===== src/rtl/collision_pkg.sv =====
// Shared types and constants for the collision recovery drive sequencer.
package collision_pkg;

    // Encoding doubles as the state_dbg LED code.
    typedef enum logic [2:0] {
        IDLE    = 3'd0,
        DRIVE   = 3'd1,
        BRAKE   = 3'd2,
        BACKOFF = 3'd3,
        FAULT   = 3'd4
    } state_t;

    typedef enum logic [1:0] {
        AB_IDLE    = 2'd0,
        AB_DRIVE   = 2'd1,
        AB_BACKOFF = 2'd2
    } after_t;

    localparam logic DIR_FWD = 1'b0;
    localparam logic DIR_REV = 1'b1;

    localparam int unsigned SETTLE_CYCLES = 2;

    function automatic int unsigned max_u(input int unsigned a, input int unsigned b);
        return (a > b) ? a : b;
    endfunction

endpackage


===== src/rtl/collision_recovery_ctrl_timer.sv =====
// cycle_timer: dwell down-counter; a load of N makes done_c rise on the Nth cycle after the load edge.
module cycle_timer #(
    parameter int unsigned W = 4
) (
    input  logic         clk,
    input  logic         rst,
    input  logic         load,
    input  logic [W-1:0] load_val,
    output logic [W-1:0] count,
    output logic         done_c
);

    always_ff @(posedge clk) begin
        if (rst) begin
            count <= '0;
        end else if (load) begin
            count <= load_val - W'(1);
        end else if (count != '0) begin
            count <= count - W'(1);
        end
    end

    assign done_c = (count == '0);

endmodule


===== src/rtl/collision_recovery_ctrl.sv =====
// Drive sequencer: brake / back off / brake / resume on a collision, with bounded retries and a fault latch.
// Optional bump statistics counter enabled by defining COLLISION_BUMP_COUNTER_EN.
module collision_recovery_ctrl
    import collision_pkg::*;
#(
    parameter int unsigned BRAKE_CYCLES   = 4,
    parameter int unsigned BACKOFF_CYCLES = 8,
    parameter int unsigned MAX_RETRIES    = 2,
    parameter int unsigned RETRY_W        = 4
) (
    input  logic               clk,
    input  logic               rst,
    input  logic               drive_req,
    input  logic               cmd_dir,
    input  logic               col_detect,
    input  logic               fault_clr,
    output logic               motor_en,
    output logic               motor_dir,
    output logic               sense_dir,
    output logic               busy,
    output logic               fault,
    output logic [RETRY_W-1:0] retry_cnt,
    output logic [2:0]         state_dbg,
    output logic [15:0]        bump_count
);

    localparam int unsigned TMR_MAX    = max_u(BRAKE_CYCLES, BACKOFF_CYCLES);
    localparam int unsigned TMR_W      = $clog2(TMR_MAX + 1);
    localparam int unsigned SETTLE_LIM = BACKOFF_CYCLES - 1 - SETTLE_CYCLES;

    state_t             state, state_nxt;
    after_t             after_brake, after_nxt;
    logic               lat_dir, lat_nxt;
    logic               dir_nxt;
    logic               en_nxt;
    logic [RETRY_W-1:0] retry_nxt;
    logic               tmr_load_c;
    logic [TMR_W-1:0]   tmr_val_c;
    logic [TMR_W-1:0]   tmr_count;
    logic               tmr_done_c;
    logic               settle_mask_c;

    cycle_timer #(.W(TMR_W)) u_timer (
        .clk      (clk),
        .rst      (rst),
        .load     (tmr_load_c),
        .load_val (tmr_val_c),
        .count    (tmr_count),
        .done_c   (tmr_done_c)
    );

    // Detector still follows the old sense_dir during the first backoff cycles.
    assign settle_mask_c = (tmr_count > TMR_W'(SETTLE_LIM));

    always_ff @(posedge clk) begin
        if (rst) begin
            state <= IDLE;
        end else begin
            state <= state_nxt;
        end
    end

    always_comb begin
        state_nxt  = state;
        after_nxt  = after_brake;
        lat_nxt    = lat_dir;
        dir_nxt    = motor_dir;
        retry_nxt  = retry_cnt;
        tmr_load_c = 1'b0;
        tmr_val_c  = TMR_W'(BRAKE_CYCLES);

        case (state)
            IDLE: begin
                if (drive_req) begin
                    state_nxt = DRIVE;
                    dir_nxt   = cmd_dir;
                    lat_nxt   = cmd_dir;
                end
            end
            DRIVE: begin
                if (col_detect) begin
                    if (retry_cnt < RETRY_W'(MAX_RETRIES)) begin
                        state_nxt  = BRAKE;
                        after_nxt  = AB_BACKOFF;
                        lat_nxt    = motor_dir;
                        retry_nxt  = retry_cnt + RETRY_W'(1);
                        tmr_load_c = 1'b1;
                    end else begin
                        state_nxt = FAULT;
                    end
                end else if (!drive_req) begin
                    state_nxt  = BRAKE;
                    after_nxt  = AB_IDLE;
                    tmr_load_c = 1'b1;
                end else if (cmd_dir != motor_dir) begin
                    state_nxt  = BRAKE;
                    after_nxt  = AB_DRIVE;
                    lat_nxt    = cmd_dir;
                    tmr_load_c = 1'b1;
                end
            end
            BRAKE: begin
                if (tmr_done_c) begin
                    case (after_brake)
                        AB_BACKOFF: begin
                            state_nxt  = BACKOFF;
                            dir_nxt    = ~motor_dir;
                            tmr_load_c = 1'b1;
                            tmr_val_c  = TMR_W'(BACKOFF_CYCLES);
                        end
                        AB_DRIVE: begin
                            state_nxt = DRIVE;
                            dir_nxt   = lat_dir;
                        end
                        default: state_nxt = IDLE;
                    endcase
                end
            end
            BACKOFF: begin
                if (col_detect && !settle_mask_c) begin
                    state_nxt = FAULT;
                end else if (tmr_done_c) begin
                    state_nxt  = BRAKE;
                    after_nxt  = drive_req ? AB_DRIVE : AB_IDLE;
                    tmr_load_c = 1'b1;
                end
            end
            FAULT: begin
                if (fault_clr) begin
                    state_nxt = IDLE;
                end
            end
            default: state_nxt = IDLE;
        endcase

        if (state_nxt == IDLE) begin
            retry_nxt = '0;
        end
        en_nxt = (state_nxt == DRIVE) || (state_nxt == BACKOFF);
    end

    // Outputs registered from the next state so they match the state entered on each edge.
    always_ff @(posedge clk) begin
        if (rst) begin
            after_brake <= AB_IDLE;
            lat_dir     <= DIR_FWD;
            motor_en    <= 1'b0;
            motor_dir   <= DIR_FWD;
            sense_dir   <= DIR_FWD;
            busy        <= 1'b0;
            fault       <= 1'b0;
            retry_cnt   <= '0;
        end else begin
            after_brake <= after_nxt;
            lat_dir     <= lat_nxt;
            motor_en    <= en_nxt;
            motor_dir   <= dir_nxt;
            sense_dir   <= dir_nxt;
            busy        <= (state_nxt != IDLE);
            fault       <= (state_nxt == FAULT);
            retry_cnt   <= retry_nxt;
        end
    end

    assign state_dbg = state;

`ifdef COLLISION_BUMP_COUNTER_EN
    logic col_hit_c;

    // Every collision that reaches DRIVE or an unmasked BACKOFF forces BRAKE or FAULT.
    assign col_hit_c = col_detect && ((state == DRIVE) || ((state == BACKOFF) && !settle_mask_c));

    always_ff @(posedge clk) begin
        if (rst) begin
            bump_count <= 16'h0000;
        end else if (col_hit_c && (bump_count != 16'hFFFF)) begin
            bump_count <= bump_count + 16'd1;
        end
    end
`else
    assign bump_count = 16'h0000;
`endif

endmodule


===== config.mk =====
export PLATFORM = sky130hd
export DESIGN_NAME = collision_recovery_ctrl
export DESIGN_NICKNAME = d
export VERILOG_FILES = /design/src/rtl/collision_pkg.sv /design/src/rtl/collision_recovery_ctrl_timer.sv /design/src/rtl/collision_recovery_ctrl.sv
export SDC_FILE = /design/constraint.sdc
export NUM_CORES = 1
export LEC_CHECK = 0
export ABC_AREA = 0
export BUFFER_PORTS_ARGS = -buffer_cell sky130_fd_sc_hd__buf_4
export CORE_ASPECT_RATIO = 0.9
export CORE_MARGIN = 5
export CORE_UTILIZATION = 52
export CTS_CLUSTER_DIAMETER = 60
export CTS_CLUSTER_SIZE = 16
export DETAILED_ROUTE_END_ITERATION = 8
export GPL_TIMING_DRIVEN = 0
export HOLD_SLACK_MARGIN = 0.06
export PLACE_DENSITY_LB_ADDON = 0.2
export SLEW_MARGIN = 10
export SYNTH_ARGS = -nofsm -noshare
export SYNTH_HDL_FRONTEND = slang
export SYNTH_SLANG_ARGS = --single-unit

===== constraint.sdc =====
create_clock -name clk -period 2.4 [get_ports clk]
set_input_delay 0 -clock clk [delete_from_list [all_inputs] [get_ports clk]]
set_output_delay 0 -clock clk [all_outputs]
set_load 0.03 [all_outputs]

==> impl_metrics.py, run 1 <==
metrics = {
    "synth": {
        "seq_area_frac_synth_pct": 31.00,
        "avgSynthCellArea_um2": 8.873,
        "ys_types": 44,
        "syn_area_um2": 1162,
        "async_reset_ff_share_pct": 0,
        "synthFlopType": "dfxtp_1",
        "ys_ff_latch": 18,
        "yosys_warnings": 0,
        "synth-edff-count": 0,
        "syn_inst": 131,
    },
    "sta": {
        "setup_tns_ps": 0,
        "hold_violations": 0,
        "min_period_over_period_pct": 79.53,
        "worst_slew_pin_slew_ps": 630.8,
        "rsz0062_at_grt": "false",
        "max_freq_mhz": 523.9,
        "min_period_ps": 1909,
        "finalSetupViolCount": 0,
        "skew_ps": 1.647,
        "maxSlewHeadroom_pct": 57.95,
        "final_max_slew_viol_count": 0,
    },
    "pwr": {
        "peakVddDrop_v": 0.0004817,
        "p_leak_nw": 0.6907,
        "cellPowerDensity_nw_per_um2": 676.8,
        "finalPower_uw": 967.0,
    },
    "routing": {
        "ant_nets": 0,
        "drt-total-wl_mm": 2.404,
        "drc": 0,
        "post_drt_wl_per_cell_um": 12.33,
        "drt_iter0_drc": 26,
        "drt_first_pass_iters": 4,
        "viasPerCell": 5.282,
        "vias": 1030,
    },
    "clocking": {
        "cts_tree": "built",
        "post_cts_resized": 0,
        "clock-sinks": 18,
        "clk_pin_slew_worst_paths_ps": 100,
        "clockRootBuffer": "clkbuf_4",
        "insertion_delay_ps": 300,
        "htree_levels": 1,
        "cts_buffers": 3,
        "cts_buffer_depth": 2,
    },
    "floorplan": {
        "io_pins": 34,
        "dieArea_um2": 3282,
        "rows": 16,
        "die_x_um": 59.84,
        "die_h_um": 54.85,
        "core_area_um2": 2162,
        "start_util_pct": 53.76,
    },
    "setup_path": {
        "worstPathArrival_ps": 2110,
        "cp_max_fo": 8,
        "worst-setup-path-type": "flop to flop",
        "path_buf_inv": 0,
        "cp_top_family": "compound AO/OA/AOI/OAI gates",
        "cp_slowest_cell": "nor3_1",
        "path_cells": "nor3_1 > o221ai_1 > nand2_1 > ha_1 > nor2_1 > a221oi_1",
        "start_kind": "flop",
        "crit_path_max_incr_delay_ps": 420,
        "cp.required_ps": 2600,
        "crit_path_end_kind": "flop",
    },
    "placement": {
        "dp.cells": 189,
        "post-dp-hpwl_mm": 1.909,
        "place_congestion": 0.8073,
        "port_buffers": 16,
    },
    "run": {
        "cap_violations": 0,
    },
    "global_routing": {
        "antenna_found_initial": 0,
        "gr-usage-met1_pct": 19.55,
        "grt_max_degree": 11,
        "met2_usage_pct": 27.34,
        "grt_pass1_vias": 902,
        "grt-ovfl-total": 0,
        "grt_first_pass_wirelength_mm": 3.919,
        "top_usage_layer": "met2",
        "grtUsageMet3_pct": 4.953,
        "grtUsageTotal_pct": 15.91,
    },
    "finish": {
        "final_net_count": 179,
        "drive_gt1_share_pct": 32.74,
        "fin_cells": 195,
        "syn_to_final_growth_pct": 22.93,
        "diodes": 0,
    },
    "run_status": {
        "status": "finished, final reports clean",
    },
    "hold_path": {
        "hold_class": "input port to flop",
    },
}
Yosys cell counts, types with 2 or more instances:
library cell	number	area (µm²)
nor2_1	3	11.26
o31ai_2	2	25.02
buf_6	2	22.52
buf_4	19	142.6
ha_1	4	50.05
a21o_1	2	15.01
nor2b_1	2	12.51
or4b_1	2	20.02
o21ai_1	2	10.01
a311oi_1	2	17.52
a21oi_1	8	40.04
a31oi_1	5	31.28
inv_1	12	45.04
a211oi_1	2	15.01
nand3b_1	2	15.01
nor3b_1	3	22.52
dfxtp_1	18	360.4
mux2i_1	3	30.03
nand3_1	4	20.02
o21ai_0	3	15.01
nand2_1	8	30.03
routing by layer:
metal | part of all wire (%) | vias up
met3 | 8.3 | 2
met4 | 0.42 | 0
met5 | 0 | -
li1 | - | 513
met1 | 42 | 476
met2 | 49 | 39
flip-flops by register name, indices dropped and copies added (netlist names):
signal / count
lat_dir: 1
fault: 1
sense_dir: 1
after_brake: 2
retry_cnt: 4
state_dbg: 3
motor_en: 1
busy: 1
u_timer.count: 4
final timing paths:
path | from | end | slack, ps | depth (start not counted)
max | retry_cnt[1] | u_timer.count[2] | 490 | 6
min | col_detect | after_brake[0] | 70 | 4
max reg2reg | retry_cnt[1] | u_timer.count[2] | 490 | 6
min reg2reg | retry_cnt[3] | retry_cnt[3] | 480 | 2
final cells by class:
| class | instances | area (µm²) |
|---|---|---|
| fillers | 190 | 733.2 |
| inverters | 12 | 45.04 |
| flip-flops and latches | 18 | 360.3 |
| multi-input cells | 95 | 648.1 |
| clock buffers | 4 | 36.28 |
| repair buffers | 18 | 140.1 |
| plain buffers | 21 | 165.2 |
| well taps | 27 | 33.78 |
repair_timing:
item	4_1_cts	5_1_grt
hold buffers	2	0
endpoints found under the hold margin	7	0
setup buffers	0	0
metrics by stage:
step / setup WS [ps] / util (%) / hold WS [ps] / cell area (µm²)
finish: 491.2 / 66.09 / 73.86 / 1429
global route: 283.4 / 66.09 / 115.7 / 1429
global placement: 617.8 / 63.48 / 211.2 / 1373
detailed placement: 543.3 / 63.48 / 215.6 / 1373
floorplan: 580.3 / - / 150.5 / 1219
CTS: 531.7 / 66.09 / 63.71 / 1429
cell families (layout without fill, tap and decap cells):
family | after synthesis | count (layout) | share of synthesized area (%)
muxes | 4 | 4 | 3.552
xor gates and xnor gates | 2 | 2 | 2.153
and+or+nand+nor | 36 | 36 | 20.02
DFF | 18 | 18 | 31.00
AOI/OAI and AO/OA | 33 | 33 | 20.56
adders and majority gates | 4 | 4 | 4.306
other | 1 | 16 | 0.3226
buffers and inverters | 33 | 55 | 18.08
power by group:
group,total [mW],internal [mW],switching (mW),leakage [nW]
clock,0.191,0.0926,0.0988,0.0210
sequential,0.383,0.339,0.0443,0.147
combinational,0.392,0.172,0.220,0.522
total,0.967,0.603,0.364,0.691
layout by cell type, fill, tap and decap left out, drive strengths merged, types with 2 or more instances in the layout:
master       synthesis  routed
buf                 21      37
dfxtp               18      18
conb                 1      16
inv                 12      12
nand2                8       8
a21oi                8       8
o21ai                6       6
a31oi                5       5
nand3                4       4
ha                   4       4
nor3b                4       4
clkbuf               0       4
nor2                 3       3
mux2i                3       3
nor2b                2       2
nand3b               2       2
o31ai                2       2
or4b                 2       2
a211oi               2       2
a21o                 2       2
a311oi               2       2
dlygate4sd3          0       2
nor4                 2       2
worst min-delay path: stages:
cell	delay, ps
buf_4	120
nand2_1	70
nand3_1	90
mux2i_1	60
(Power assumes the default switching activity.)
==> inputs of run 2 (changes only) <==
CORE_UTILIZATION = 51   (was 52)
clock period = 1.85 ns   (was 2.4 ns; I/O delays follow)
==> run 2 against run 1 <==
  * Critical path depth decreased by 1
  * Power increased by 32%
  * Maximum frequency increased by 8.4%
  * Setup slack got worse by 400 ps
  * Cell area increased by 3.9%
  * Final cell count increased by 1.0%
  * Flip-flop and latch count unchanged
  * Critical endpoint is now retry_cnt[2]
==> impl_metrics.py, run 2 (synthesis results as in run 1) <==
metrics = {
    "sta": {
        "final_max_slew_viol_count": 0,
        "min_period_ps": 1760,
        "maxSlewHeadroom_pct": 63.54,
        "max_freq_mhz": 568.1,
        "worst_slew_pin_slew_ps": 543.6,
        "rsz0062_at_grt": "false",
        "finalSetupViolCount": 0,
        "min_period_over_period_pct": 95.15,
        "hold_violations": 0,
        "skew_ps": 12.24,
    },
    "setup_path": {
        "worstPathArrival_ps": 1920,
        "cp.required_ps": 2010,
        "start_kind": "flop",
        "cp-startpoint": "state_dbg[1]",
        "worst-setup-path-type": "flop to flop",
        "cp_top_family": "compound AO/OA/AOI/OAI gates",
        "r2r-start": "state_dbg[1]",
        "crit_path_end_kind": "flop",
        "path_buf_inv": 1,
        "cp_max_fo": 10,
        "cp_slowest_cell": "o31ai_2",
        "path_cells": "buf_6 > and4bb_2 > nor2b_1 > o31ai_2 > a31oi_1",
        "crit_path_max_incr_delay_ps": 530,
    },
    "clocking": {
        "clockRootBuffer": "clkbuf_4",
        "cts_tree": "built",
        "htree_levels": 1,
        "clock-sinks": 18,
        "clk_pin_slew_worst_paths_ps": 110,
        "cts_buffer_depth": 2,
        "cts_buffers": 3,
        "insertion_delay_ps": 300,
    },
    "pwr": {
        "peakVddDrop_v": 0.0005711,
        "p_leak_nw": 0.7057,
        "finalPower_mw": 1.278,
        "cellPowerDensity_nw_per_um2": 861.5,
    },
    "global_routing": {
        "grtUsageTotal_pct": 15.92,
        "grt-ovfl-total": 0,
        "antenna_found_initial": 0,
        "grt_max_degree": 11,
        "grt_pass1_vias": 905,
        "grt_first_pass_wirelength_mm": 4.146,
    },
    "floorplan": {
        "core_area_um2": 2182,
        "die_h_um": 55.29,
        "io_pins": 34,
        "start_util_pct": 53.27,
        "dieArea_um2": 3335,
        "die_x_um": 60.32,
        "rows": 16,
    },
    "finish": {
        "final_common_cell": "buf_4",
        "drive_gt1_share_pct": 35.88,
        "layout_common_cells": "buf_4 (37), dfxtp_1 (17), conb_1 (16)",
        "fill_cells": 178,
        "fin_cells": 197,
        "syn_to_final_growth_pct": 27.66,
        "final_net_count": 181,
        "diodes": 0,
    },
    "routing": {
        "vias": 1021,
        "drt_first_pass_iters": 4,
        "drt_iter0_drc": 34,
        "post_drt_wl_per_cell_um": 13.02,
        "viasPerCell": 5.183,
        "ant_nets": 0,
        "drt-total-wl_mm": 2.564,
        "drc": 0,
    },
    "hold_path": {
        "holdCritStartpoint": "col_detect",
        "hold_class": "input port to flop",
    },
    "placement": {
        "port_buffers": 16,
        "dp.cells": 189,
        "place_congestion": 0.8208,
        "post-dp-hpwl_mm": 1.918,
    },
    "run": {
        "cap_violations": 0,
    },
    "run_status": {
        "status": "finished, final reports clean",
    },
}
-- run 2: what timing repair did --
action                                  CTS  global route
buffers inserted                          0             2
pin swaps                                 0             6
hold buffers                              2             0
hold endpoints to repair                  7             0
endpoints found under the setup margin    2             8
resized for setup                         1             5
-- run 2: routing by layer --
layer	wire [µm]	vias to the layer above	global-route usage [%]
li1	-	516	-
met5	0	-	0
met3	206	4	3.030
met1	1093	457	20.99
met2	1238	44	25.77
met4	25	0	4.747
-- run 2: power breakdown --
part	internal, mW	switching (mW)	total, mW
Sequential	0.440	0.0622	0.502
Clock	0.120	0.128	0.248
Combinational	0.234	0.294	0.529
-- run 2: through the flow --
| step | worst slack (ps) | TNS [ps] | hold WS, ps | utilization, % | cell area (µm²) |
|---|---|---|---|---|---|
| 2_1_floorplan | 30.30 | 0 | 150.5 | - | 1219 |
| 3_3_place_gp | 63.83 | 0 | 210.8 | 62.90 | 1373 |
| 3_5_place_dp | -27.64 | -27.75 | 212.4 | 62.90 | 1373 |
| 4_1_cts | 13.22 | 0 | 65.92 | 65.77 | 1435 |
| 5_1_grt | 13.04 | 0 | 101.5 | 68.00 | 1484 |
| 6_report | 89.68 | 0 | 74.06 | 68.00 | 1484 |
-- run 2: cell type report --
| cell class | instances | area (µm²) | area share, % |
|---|---|---|---|
| Tap cell | 27 | 33.78 | 2.277 |
| Sequential cell | 18 | 361.6 | 24.37 |
| Clock buffer | 4 | 36.28 | 2.445 |
| Buffer | 21 | 165.2 | 11.13 |
| Multi-Input combinational cell | 95 | 686.9 | 46.29 |
| Inverter | 12 | 45.04 | 3.035 |
| Timing Repair Buffer | 20 | 155.1 | 10.46 |
-- run 2: tightest hold or removal path, delay by kind of cell --
kind / cells / cell delay (ps)
buffers and inverters: 1 / 120
and+or+nand+nor: 2 / 160
muxes: 1 / 70
-- run 2: path summary, 6_finish.rpt --
path / to / slack (ps) / depth (start not counted)
worst max-delay path: retry_cnt[2] / 90 / 5
worst min-delay path: after_brake[0] / 70 / 4
worst max register to register: retry_cnt[2] / 90 / 5
worst min register to register: retry_cnt[3] / 460 / 2
==> inputs of run 3 (changes only) <==
CORE_UTILIZATION = 52   (was 51)
SYNTH_HIERARCHICAL = 1   (was not set)
clock period = 2.1 ns   (was 1.85 ns; I/O delays follow)
==> run 3 against run 2 <==
  * Synthesized cell count down 0.76%
  * Flip-flop and latch count unchanged
  * Hold slack better by 10 ps
  * Final cell count up 4.1%
  * Power down 14%
  * Sequential power down 12%
  * Wire length down 7.5%
  * Clock-buffer cell count unchanged
  * Critical path type unchanged
  * Critical endpoint is now u_timer/count[2]
  * Largest power group is now sequential cells
==> impl_metrics.py, run 3 <==
metrics = {
    "sta": {
        "min_period_ps": 2054,
        "maxSlewHeadroom_pct": 60.15,
        "skew_ps": 6.443,
        "worst_slew_pin_slew_ps": 596.5,
        "max_freq_mhz": 487.0,
        "holdWs_ps": 84.27,
        "rsz0062_at_grt": "true",
        "min_period_over_period_pct": 97.79,
        "finalSetupViolCount": 0,
        "final_max_slew_viol_count": 0,
        "postLayoutSetupSlackWorst_ps": 46.46,
        "hold_violations": 0,
    },
    "floorplan": {
        "core_area_um2": 2122,
        "die_x_um": 59.22,
        "dieArea_um2": 3215,
        "io_pins": 34,
        "start_util_pct": 53.42,
        "rows": 16,
        "die_h_um": 54.30,
    },
    "routing": {
        "drt-total-wl_mm": 2.372,
        "vias": 993,
        "post_drt_wl_per_cell_um": 11.57,
        "drc": 0,
        "ant_nets": 0,
        "viasPerCell": 4.844,
        "drt_iter0_drc": 20,
        "drt_first_pass_iters": 4,
    },
    "placement": {
        "dp_slack_ps": 21.38,
        "post-dp-hpwl_mm": 1.791,
        "port_buffers": 17,
        "place_congestion": 0.8180,
    },
    "setup_path": {
        "path_cells": "or3b_1 > a221oi_4 > a21o_1 > mux2i_1 > ha_2 > xor2_1 > nor2_1",
        "crit_path_end_kind": "flop",
        "cp.required_ps": 2300,
        "crit_path_max_incr_delay_ps": 410,
        "worst-setup-path-type": "flop to flop",
        "cp_top_family": "compound AO/OA/AOI/OAI gates",
        "start_kind": "flop",
        "worstPathArrival_ps": 2260,
        "cp_slowest_cell": "dfxtp_2",
        "path_buf_inv": 0,
        "cp_max_fo": 8,
    },
    "pwr": {
        "cellPowerDensity_nw_per_um2": 734.2,
        "peakVddDrop_v": 0.0005489,
        "p_leak_nw": 0.7386,
        "finalPower_mw": 1.096,
    },
    "clocking": {
        "clk_pin_slew_worst_paths_ps": 110,
        "cts_tree": "built",
        "htree_levels": 1,
        "clock-sinks": 18,
        "cts_buffers": 3,
        "clockRootBuffer": "clkbuf_4",
        "cts_buffer_depth": 2,
        "insertion_delay_ps": 300,
    },
    "global_routing": {
        "grt-ovfl-total": 0,
        "grt_first_pass_wirelength_mm": 3.760,
        "grtUsageTotal_pct": 15.52,
        "grt_max_degree": 11,
        "grt_pass1_vias": 838,
        "gr-usage-met1_pct": 18.68,
        "met2_usage_pct": 27.09,
        "grtUsageMet3_pct": 3.538,
        "antenna_found_initial": 0,
        "top_usage_layer": "met2",
    },
    "synth": {
        "synth_top_area_share_pct": 31.79,
        "yosys_warnings": 6,
        "async_reset_ff_share_pct": 0,
        "syn_area_um2": 1134,
        "synthFlopType": "dfxtp_1",
        "yosysTopAreaCell": "dfxtp_1",
        "netlist_top_cells_count": "dfxtp_1 (18), buf_4 (17), nor2_1 (13), inv_1 (9), a21oi_1 (8)",
        "syn_inst": 130,
        "ys_ff_latch": 18,
        "synthMostInstantiatedCell": "dfxtp_1",
        "synthTopCellsByArea": "dfxtp_1 (32%), buf_4 (11%), ha_1 (4.4%)",
        "synth-edff-count": 0,
        "avgSynthCellArea_um2": 8.720,
        "seq_area_frac_synth_pct": 31.79,
        "ys_types": 43,
    },
    "run_status": {
        "status": "finished, final reports clean",
    },
    "finish": {
        "seqCellArea_um2": 366.6,
        "final_common_cell": "buf_4",
        "fill_cells": 182,
        "layout_common_cells": "buf_4 (38), conb_1 (22), dfxtp_1 (13)",
        "post-route-util_pct": 70.34,
        "diodes": 0,
        "multi_input_area_um2": 706.9,
        "final_net_count": 189,
        "syn_to_final_growth_pct": 31.68,
        "drive_gt1_share_pct": 33.15,
    },
    "hold_path": {
        "hold_class": "input port to flop",
    },
    "run": {
        "cap_violations": 0,
    },
}
-- run 3: cell types whose count changed after synthesis, moves of 3 or more --
| cell | delta |
|---|---|
| a31oi_1 | -4 |
| inv_1 | -3 |
| nand3_1 | -3 |
| nor2_1 | +10 |
-- run 3: kinds of logic (layout without fill, tap and decap cells) --
group	after synthesis	count (layout)	synth area share, %
muxes	5	5	4.525
DFF	18	18	31.79
other	1	22	0.3308
buffers and inverters	27	54	14.68
xor gates and xnor gates	3	3	2.318
AOI/OAI and AO/OA	27	27	18.88
and+or+nand+nor	45	45	23.07
adders and majority gates	4	4	4.415
-- run 3: where the power goes --
part	total (mW)	internal (mW)	leakage, nW	switching, mW
Sequential	0.441	0.387	0.149	0.0546
Combinational	0.439	0.197	0.568	0.242
Clock	0.215	0.106	0.0210	0.110
Total	1.10	0.690	0.739	0.406
-- run 3: worst min-delay path: stages --
cell	delay, ps
buf_4	150
nand3_1	100
a311oi_1	90
-- run 3: area by class of cell --
cell class | instances | share of cell area (%)
buffer | 17 | 8.550
clock buffer | 4 | 2.431
inverter | 9 | 2.263
multi-input combinational | 106 | 47.36
sequential | 18 | 24.56
tap | 27 | 2.263
timing repair buffer | 24 | 12.57
-- run 3: path summary, 6_finish.rpt --
| check | from | endpoint | slack, ps | cells past startpoint |
|---|---|---|---|---|
| worst min-delay path | col_detect | lat_dir | 80 | 3 |
| worst min register to register | retry_cnt[3] | retry_cnt[3] | 460 | 2 |
| worst max register to register | state_dbg[0] | u_timer/count[2] | 50 | 7 |
| worst max-delay path | state_dbg[0] | u_timer/count[2] | 50 | 7 |
-- run 3: per-stage QoR --
stage,area (µm²),setup TNS [ps],std cells
after floorplan,1214,0,151
after global placement,1375,0,195
after detailed placement,1375,0,195
after CTS,1453,0,202
after global routing,1493,-107.8,205
final,1493,0,205
-- run 3: repair_timing --
action | in CTS | in global routing
setup endpoints to repair | 1 | 7
buffers inserted | 0 | 4
pin swaps | 0 | 2
gates resized for setup | 1 | 7
hold buffers | 3 | 0
hold endpoints to repair | 8 | 0
-- run 3: routing by layer --
metal / part of all wire [%] / wire length, µm / vias up
met3: 8.6 / 203 / 4
li1: - / - / 510
met2: 47 / 1110 / 39
met5: 0 / 0 / -
met4: 1.5 / 36 / 0
met1: 43 / 1022 / 440
